<file path="config.mk">
export PLATFORM = sky130hd
export DESIGN_NAME = coverfloat_vector_unpacker_flat
export DESIGN_NICKNAME = d
export VERILOG_FILES = /design/src/rtl/coverfloat_vector_unpacker_if.sv /design/src/rtl/coverfloat_vector_unpacker.sv /design/src/flat_wrapper.sv
export SDC_FILE = /design/constraint.sdc
export NUM_CORES = 2
export LEC_CHECK = 0
export CORE_AREA = 2 2 338 340
export CTS_CLUSTER_DIAMETER = 150
export DETAILED_ROUTE_END_ITERATION = 10
export DIE_AREA = 0 0 340 342
export GPL_TIMING_DRIVEN = 0
export HOLD_SLACK_MARGIN = 0.03
export MAX_ROUTING_LAYER = met4
export PLACE_DENSITY = 0.93
export SYNTH_ARGS = -nofsm -noshare
export SYNTH_HDL_FRONTEND = slang
export SYNTH_SLANG_ARGS = --single-unit
</file>
<file path="constraint.sdc">
create_clock -name clk -period 126.9 [get_ports clk]
set_input_delay 25.38 -clock clk [delete_from_list [all_inputs] [get_ports clk]]
set_output_delay 25.38 -clock clk [all_outputs]
set_load 0.01 [all_outputs]
</file>
<file path="src/rtl/coverfloat_vector_unpacker_if.sv">
// Stream/record bundle for coverfloat_vector_unpacker.
// master: trace source + coverage collector side; slave: the unpacker.
interface coverfloat_vector_unpacker_if #(
  parameter int CNT_W = 16
);
  logic             in_valid;
  logic             in_ready;
  logic [31:0]      in_data;
  logic             in_last;
  logic             out_valid;
  logic             out_ready;
  logic [31:0]      out_op;
  logic [7:0]       out_rm;
  logic [127:0]     out_a;
  logic [127:0]     out_b;
  logic [127:0]     out_c;
  logic [7:0]       out_op_fmt;
  logic [127:0]     out_result;
  logic [7:0]       out_res_fmt;
  logic [7:0]       out_flags;
  logic             out_int_sign;
  logic [31:0]      out_int_exp;
  logic [191:0]     out_int_sig;
  logic [3:0]       out_err;
  logic [CNT_W-1:0] frame_err_cnt;
  logic [CNT_W-1:0] vec_cnt;

  modport master (
    output in_valid, in_data, in_last, out_ready,
    input  in_ready, out_valid, out_op, out_rm, out_a, out_b, out_c,
           out_op_fmt, out_result, out_res_fmt, out_flags, out_int_sign,
           out_int_exp, out_int_sig, out_err, frame_err_cnt, vec_cnt
  );

  modport slave (
    input  in_valid, in_data, in_last, out_ready,
    output in_ready, out_valid, out_op, out_rm, out_a, out_b, out_c,
           out_op_fmt, out_result, out_res_fmt, out_flags, out_int_sign,
           out_int_exp, out_int_sig, out_err, frame_err_cnt, vec_cnt
  );
endinterface

</file>
<file path="src/rtl/coverfloat_vector_unpacker.sv">
// coverfloat_vector_unpacker: reassembles 26x32-bit words into one 804-bit
// cover vector, decodes it into fields and hands it to the collector over a
// valid/ready handshake. Framing errors are counted in frame_err_cnt.
// Optional macro COVERFLOAT_UNPACK_CHECK_EN enables the field encoding
// checks reported on out_err; without it out_err is constant zero.
module coverfloat_vector_unpacker #(
  parameter int CNT_W = 16
) (
  input logic                       clk,
  input logic                       reset,
  coverfloat_vector_unpacker_if.slave bus
);

  typedef enum logic [1:0] {COLLECT, HOLD, DRAIN} state_t;

  localparam logic [4:0] LAST_IDX = 5'd25;

  state_t           state_q, state_d;
  logic [4:0]       idx_q, idx_d;
  logic [3:0]       top_q, top_d;
  logic [799:0]     asm_q, asm_d;
  logic             in_ready_q, in_ready_d;
  logic             out_valid_q, out_valid_d;
  logic [803:0]     rec_q, rec_d;
  logic [3:0]       err_q, err_d;
  logic [CNT_W-1:0] ferr_q, ferr_d;
  logic [CNT_W-1:0] vcnt_q, vcnt_d;

  logic         accept;
  logic         slot_free;
  logic         load;
  logic         frame_err;
  logic [803:0] vec_w;
  logic [3:0]   check_w;

  assign accept    = bus.in_valid && in_ready_q;
  assign slot_free = !out_valid_q || bus.out_ready;
  // Word 0 is shifted through the assembly register too; after 26 shifts only
  // words 1..25 remain, so the top nibble is captured separately at index 0.
  assign vec_w     = {top_q, asm_d};

  // Framing FSM: word collection, backpressure hold and error drain.
  always_comb begin
    state_d   = state_q;
    idx_d     = idx_q;
    top_d     = top_q;
    asm_d     = asm_q;
    frame_err = 1'b0;
    load      = 1'b0;
    unique case (state_q)
      COLLECT: begin
        if (accept) begin
          asm_d = {asm_q[767:0], bus.in_data};
          if (idx_q == '0) top_d = bus.in_data[3:0];
          if (idx_q != LAST_IDX) begin
            if (bus.in_last) begin
              frame_err = 1'b1;
              idx_d     = '0;
            end else begin
              idx_d = idx_q + 5'd1;
            end
          end else begin
            idx_d = '0;
            if (!bus.in_last) begin
              frame_err = 1'b1;
              state_d   = DRAIN;
            end else if (slot_free) begin
              load = 1'b1;
            end else begin
              state_d = HOLD;
            end
          end
        end
      end
      HOLD: begin
        if (slot_free) begin
          load    = 1'b1;
          state_d = COLLECT;
        end
      end
      DRAIN: begin
        if (accept && bus.in_last) state_d = COLLECT;
      end
      default: state_d = COLLECT;
    endcase
  end

`ifdef COVERFLOAT_UNPACK_CHECK_EN
  logic pad_q, pad_d;

  function automatic logic fmt_ok(input logic [7:0] f);
    logic ok;
    case (f)
      8'hFF, 8'h00, 8'h01, 8'h02, 8'h03, 8'h04,
      8'h81, 8'hC1, 8'h82, 8'hC2: ok = 1'b1;
      default:                   ok = 1'b0;
    endcase
    return ok;
  endfunction

  function automatic logic op_ok(input logic [31:0] op);
    logic [27:0] major;
    logic [3:0]  max_minor;
    major = op[31:4];
    case (major)
      28'h5, 28'h8: max_minor = 4'd4;
      28'hB:        max_minor = 4'd1;
      28'hC:        max_minor = 4'd2;
      28'h10:       max_minor = 4'd3;
      default:      max_minor = 4'd0;
    endcase
    return (major >= 28'h1) && (major <= 28'h10) && (op[3:0] <= max_minor);
  endfunction

  // Word-0 pad flag, captured when the first word of a vector is accepted.
  always_comb begin
    pad_d = pad_q;
    if (state_q == COLLECT && accept && idx_q == '0) pad_d = |bus.in_data[31:4];
  end

  // Encoding checks on the vector being loaded.
  always_comb begin
    check_w    = '0;
    check_w[0] = !op_ok(vec_w[803:772]);
    check_w[1] = vec_w[771:764] > 8'd5;
    check_w[2] = !fmt_ok(vec_w[379:372]) || !fmt_ok(vec_w[243:236]);
    check_w[3] = pad_q || (|vec_w[2:0]);
  end

  // Pad flag register.
  always_ff @(posedge clk or posedge reset) begin
    if (reset) pad_q <= 1'b0;
    else       pad_q <= pad_d;
  end
`else
  logic rsv_unused;
  assign check_w    = '0;
  assign rsv_unused = |rec_q[2:0];
`endif

  // Output record slot, handshake and saturating counters.
  always_comb begin
    rec_d       = rec_q;
    err_d       = err_q;
    out_valid_d = out_valid_q;
    ferr_d      = ferr_q;
    vcnt_d      = vcnt_q;
    in_ready_d  = (state_d != HOLD);
    if (load) begin
      rec_d       = vec_w;
      err_d       = check_w;
      out_valid_d = 1'b1;
    end else if (bus.out_ready) begin
      out_valid_d = 1'b0;
    end
    if (frame_err && ferr_q != '1) ferr_d = ferr_q + CNT_W'(1);
    if (out_valid_q && bus.out_ready && vcnt_q != '1) vcnt_d = vcnt_q + CNT_W'(1);
  end

  // State and datapath registers.
  always_ff @(posedge clk or posedge reset) begin
    if (reset) begin
      state_q     <= COLLECT;
      idx_q       <= '0;
      top_q       <= '0;
      asm_q       <= '0;
      in_ready_q  <= 1'b0;
      out_valid_q <= 1'b0;
      rec_q       <= '0;
      err_q       <= '0;
      ferr_q      <= '0;
      vcnt_q      <= '0;
    end else begin
      state_q     <= state_d;
      idx_q       <= idx_d;
      top_q       <= top_d;
      asm_q       <= asm_d;
      in_ready_q  <= in_ready_d;
      out_valid_q <= out_valid_d;
      rec_q       <= rec_d;
      err_q       <= err_d;
      ferr_q      <= ferr_d;
      vcnt_q      <= vcnt_d;
    end
  end

  assign bus.in_ready      = in_ready_q;
  assign bus.out_valid     = out_valid_q;
  assign bus.out_op        = rec_q[803:772];
  assign bus.out_rm        = rec_q[771:764];
  assign bus.out_a         = rec_q[763:636];
  assign bus.out_b         = rec_q[635:508];
  assign bus.out_c         = rec_q[507:380];
  assign bus.out_op_fmt    = rec_q[379:372];
  assign bus.out_result    = rec_q[371:244];
  assign bus.out_res_fmt   = rec_q[243:236];
  assign bus.out_flags     = rec_q[235:228];
  assign bus.out_int_sign  = rec_q[227];
  assign bus.out_int_exp   = rec_q[226:195];
  assign bus.out_int_sig   = rec_q[194:3];
  assign bus.out_err       = err_q;
  assign bus.frame_err_cnt = ferr_q;
  assign bus.vec_cnt       = vcnt_q;

endmodule
</file>
<file path="src/flat_wrapper.sv">
// flat-port wrapper written by rule: the top's interface ports become plain ports
module coverfloat_vector_unpacker_flat 
#(
  parameter int CNT_W = 16
)
  (clk, reset, bus_in_valid, bus_in_data, bus_in_last, bus_out_ready, bus_in_ready, bus_out_valid, bus_out_op, bus_out_rm, bus_out_a, bus_out_b, bus_out_c, bus_out_op_fmt, bus_out_result, bus_out_res_fmt, bus_out_flags, bus_out_int_sign, bus_out_int_exp, bus_out_int_sig, bus_out_err, bus_frame_err_cnt, bus_vec_cnt);
  coverfloat_vector_unpacker_if #(.CNT_W(CNT_W)) bus_i ();
  input logic clk;
  input logic reset;
  input wire logic [$bits(bus_i.in_valid)-1:0] bus_in_valid;
  input wire logic [$bits(bus_i.in_data)-1:0] bus_in_data;
  input wire logic [$bits(bus_i.in_last)-1:0] bus_in_last;
  input wire logic [$bits(bus_i.out_ready)-1:0] bus_out_ready;
  output wire logic [$bits(bus_i.in_ready)-1:0] bus_in_ready;
  output wire logic [$bits(bus_i.out_valid)-1:0] bus_out_valid;
  output wire logic [$bits(bus_i.out_op)-1:0] bus_out_op;
  output wire logic [$bits(bus_i.out_rm)-1:0] bus_out_rm;
  output wire logic [$bits(bus_i.out_a)-1:0] bus_out_a;
  output wire logic [$bits(bus_i.out_b)-1:0] bus_out_b;
  output wire logic [$bits(bus_i.out_c)-1:0] bus_out_c;
  output wire logic [$bits(bus_i.out_op_fmt)-1:0] bus_out_op_fmt;
  output wire logic [$bits(bus_i.out_result)-1:0] bus_out_result;
  output wire logic [$bits(bus_i.out_res_fmt)-1:0] bus_out_res_fmt;
  output wire logic [$bits(bus_i.out_flags)-1:0] bus_out_flags;
  output wire logic [$bits(bus_i.out_int_sign)-1:0] bus_out_int_sign;
  output wire logic [$bits(bus_i.out_int_exp)-1:0] bus_out_int_exp;
  output wire logic [$bits(bus_i.out_int_sig)-1:0] bus_out_int_sig;
  output wire logic [$bits(bus_i.out_err)-1:0] bus_out_err;
  output wire logic [$bits(bus_i.frame_err_cnt)-1:0] bus_frame_err_cnt;
  output wire logic [$bits(bus_i.vec_cnt)-1:0] bus_vec_cnt;
  assign bus_i.in_valid = bus_in_valid;
  assign bus_i.in_data = bus_in_data;
  assign bus_i.in_last = bus_in_last;
  assign bus_i.out_ready = bus_out_ready;
  assign bus_in_ready = bus_i.in_ready;
  assign bus_out_valid = bus_i.out_valid;
  assign bus_out_op = bus_i.out_op;
  assign bus_out_rm = bus_i.out_rm;
  assign bus_out_a = bus_i.out_a;
  assign bus_out_b = bus_i.out_b;
  assign bus_out_c = bus_i.out_c;
  assign bus_out_op_fmt = bus_i.out_op_fmt;
  assign bus_out_result = bus_i.out_result;
  assign bus_out_res_fmt = bus_i.out_res_fmt;
  assign bus_out_flags = bus_i.out_flags;
  assign bus_out_int_sign = bus_i.out_int_sign;
  assign bus_out_int_exp = bus_i.out_int_exp;
  assign bus_out_int_sig = bus_i.out_int_sig;
  assign bus_out_err = bus_i.out_err;
  assign bus_frame_err_cnt = bus_i.frame_err_cnt;
  assign bus_vec_cnt = bus_i.vec_cnt;
  coverfloat_vector_unpacker #(.CNT_W(CNT_W)) u_core (.clk(clk), .reset(reset), .bus(bus_i));
endmodule
</file>
==> results.cfg <==
[finish]
instances_no_fill = 7975
diodes = 0
drive_gt1_frac = 0.191
area_delta_synth_final_pct = 25.1
nets = 6378

[run]
maxCapViolCount = 0

[power_and_ir_drop]
seqPwrFrac = 0.499
p_leak_nw = 41.6
p_clk_frac = 0.420
power_density_nw_per_um2 = 14.6
max-vdd-ir-drop_v = 0.0000122
p_sw_uw = 324
power.internal_uw = 879
switching_share = 0.269
p_comb_frac = 0.081

[route]
drcViolationCount = 0
dr.pass1.iters = 6
dr_total_vias = 47965
wl_per_cell_um = 27.6
drtIter0Drc = 5656
drt-total-wl_mm = 220
drtAntennaViolNets = 0
routed_via_density = 6.01

[global_route]
grt_max_degree = 134
overflow = 0
grt_pass1_wl_mm = 326
antenna_found_initial = 1
grt_pass1_vias = 50326
grt.total_usage = 0.387

[clock_network]
cts-root-buf = clkbuf_16
cts.sinks = 1646
post-cts-setup-buffer-count = 0
cts_tree = done
cts_resized = 0
clockBufferDepth = 3
cts_max_level = 4
cts.reportedPaths.clkPinSlew_ps = 70
postCtsHoldBufs = 0
numCtsBuffers = 161
clkLatencyLatePin_ps = 800

[timing]
worst_slack_ps = 98910
skew_ps = 52.4
post-route-period-util = 0.221
grt_setup_unrepaired = no
setup_viol = 0
slew_headroom = 0.455
final.setup.tns_ps = 0
slew_violations = 0
hold_viol_final = 0
tightest_slew_ps = 811
fmax_ghz = 0.0357
min_period_ps = 27990

[floorplan]
initial_core_util = 0.582
die_area_um2 = 116000
ioPinCount = 876
rows = 124
core_area_um2 = 113000
fp.dieW_um = 340
die_h_um = 342

[synthesis]
synth.avg_cell_area_um2 = 12.5
syn_area_um2 = 65900
yosys_register_bits = 1646
async_flop_share = 1.00
seq_area_frac_synth = 0.625
synth_warnings = 0
synth-edff-count = 0
synth_flop_cell = dfrtp_1
ys_types = 46
synth_cells = 5286

[setup_path]
reg2regPathDepth = 8
worstSetupPathType = in2reg
crit_end = u_core.rec_q[671]
crit_path_start = bus_in_valid
worstPathArrival_ps = 28710
cp_max_fo = 10
endpoint_kind = flip-flop
timing.rr.start = u_core.bus.in_ready
worst_ep_required_time_ps = 127620
cp-start-kind = input port
r2r_end = u_core.rec_q[671]
r2r_slack_ps = 123600

[place]
post-place-cells = 7685
gp_congestion = 0.978
io_buffers = 870
pre_cts_slack_ps = 98110
hpwl_mm = 146

[hold_path]
min_path_type = reg2reg
hold_depth = 2

[status]
status = completed
[cell type report]
type	count	area, µm²
clock buffer	242	4820
multi-input combinational	3360	22100
inverter	7	33.8
clock inverter	48	683
tap	1512	1890
timing repair buffer	884	9090
sequential	1646	41200
buffer	276	2560
fill	5983	30700
[power groups by stage]
stage	clock network, mW	registers [mW]	logic [mW]
3_5_place_dp	0	0.605	0.0883
2_1_floorplan	0	0.596	0.0562
5_1_grt	0.526	0.601	0.105
6_report	0.505	0.600	0.0969
4_1_cts	0.504	0.598	0.0942
3_3_place_gp	0	0.605	0.0797
[per-layer routing]
metal,vias up,share of wire,global-route usage
li1,18994,-,-
met1,24234,0.34,0.437
met2,3601,0.46,0.593
met3,1136,0.10,0.108
met4,0,0.094,0.280
met5,-,0,-
[kinds of logic after synthesis]
group                      count (synthesis)  synth area share
muxes                                    809             0.183
DFF                                     1646             0.625
and+or+nand+nor                         2497             0.146
AOI/OAI and AO/OA                         16           0.00160
adders and majority gates                  5          0.000950
other                                      1         0.0000569
buffers and inverters                    283            0.0393
xor gates and xnor gates                  29           0.00386
[flip-flops by register name, summed over array words and instances, names as in the netlist, 2 cells and up, named ones only]
register,flops
u_core.asm_q,797
u_core.top_q,4
u_core.state_q,2
u_core.idx_q,5
u_core.rec_q,801
u_core.bus.vec_cnt,16
u_core.bus.frame_err_cnt,16
[critical path, cell delays in order]
cell             delay (ps)
clkdlybuf4s50_1         500
nand4bb_1               280
clkbuf_1                360
buf_2                   680
buf_2                   430
clkbuf_1                530
nand2_1                 170
nand2_1                 170
mux2_4                  160
[synth_stat cells, types with 2 or more instances]
cell type | number | area (µm²)
nor3b_1 | 3 | 22.5
nand2_1 | 2414 | 9060
nand3_1 | 12 | 60.1
nor4b_1 | 2 | 17.5
clkbuf_1 | 96 | 360
o21ai_0 | 6 | 30.0
nor4_1 | 15 | 93.8
mux2_4 | 790 | 11900
dfrtp_1 | 1646 | 41200
buf_2 | 59 | 295
buf_4 | 5 | 37.5
or3_1 | 2 | 12.5
xor2_1 | 27 | 236
buf_1 | 27 | 101
xnor2_1 | 2 | 17.5
mux2_2 | 18 | 203
a21oi_1 | 2 | 10.0
and4_1 | 2 | 17.5
and3_1 | 6 | 37.5
nand4_1 | 11 | 68.8
or2_2 | 2 | 12.5
nor3_1 | 11 | 55.1
ha_1 | 5 | 62.6
nor2_1 | 6 | 22.5
inv_1 | 7 | 26.3
buf_12 | 88 | 1760
nand2b_1 | 3 | 18.8
[placed cells by master, fill, tap and decap left out, drive strengths merged, types with 4 or more instances in the layout]
cell / count
nand2: 2414
dfrtp: 1646
clkdlybuf4s50: 870
mux2: 808
clkbuf: 339
buf: 193
xor2: 27
clkinv: 27
nor4: 17
inv: 13
nand3: 12
bufinv: 12
nand4: 11
nor3: 11
nor2: 6
and3: 6
o21ai: 6
ha: 5
conb: 4
[through the flow]
stage	total power, mW	hold WS [ps]	util	instance area, µm²
after floorplan	0.652	439	-	65900
after global placement	0.685	452	0.676	76500
after detailed placement	0.693	462	0.680	76900
after CTS	1.20	474	0.728	82400
after global routing	1.23	489	0.728	82400
final	1.20	480	0.728	82400
[worst min-delay path by stage]
stage | from | endpoint | slack (ps)
after floorplan | u_core.state_q[0] | u_core.state_q[1] | 440
after global placement | u_core.state_q[0] | u_core.state_q[1] | 450
after detailed placement | u_core.asm_q[784] | u_core.asm_q[784] | 460
after CTS | u_core.asm_q[324] | u_core.asm_q[356] | 470
after global routing | u_core.asm_q[781] | u_core.asm_q[781] | 490
final | u_core.asm_q[243] | u_core.asm_q[275] | 480
Note: power is estimated with default switching activity, not from simulation.
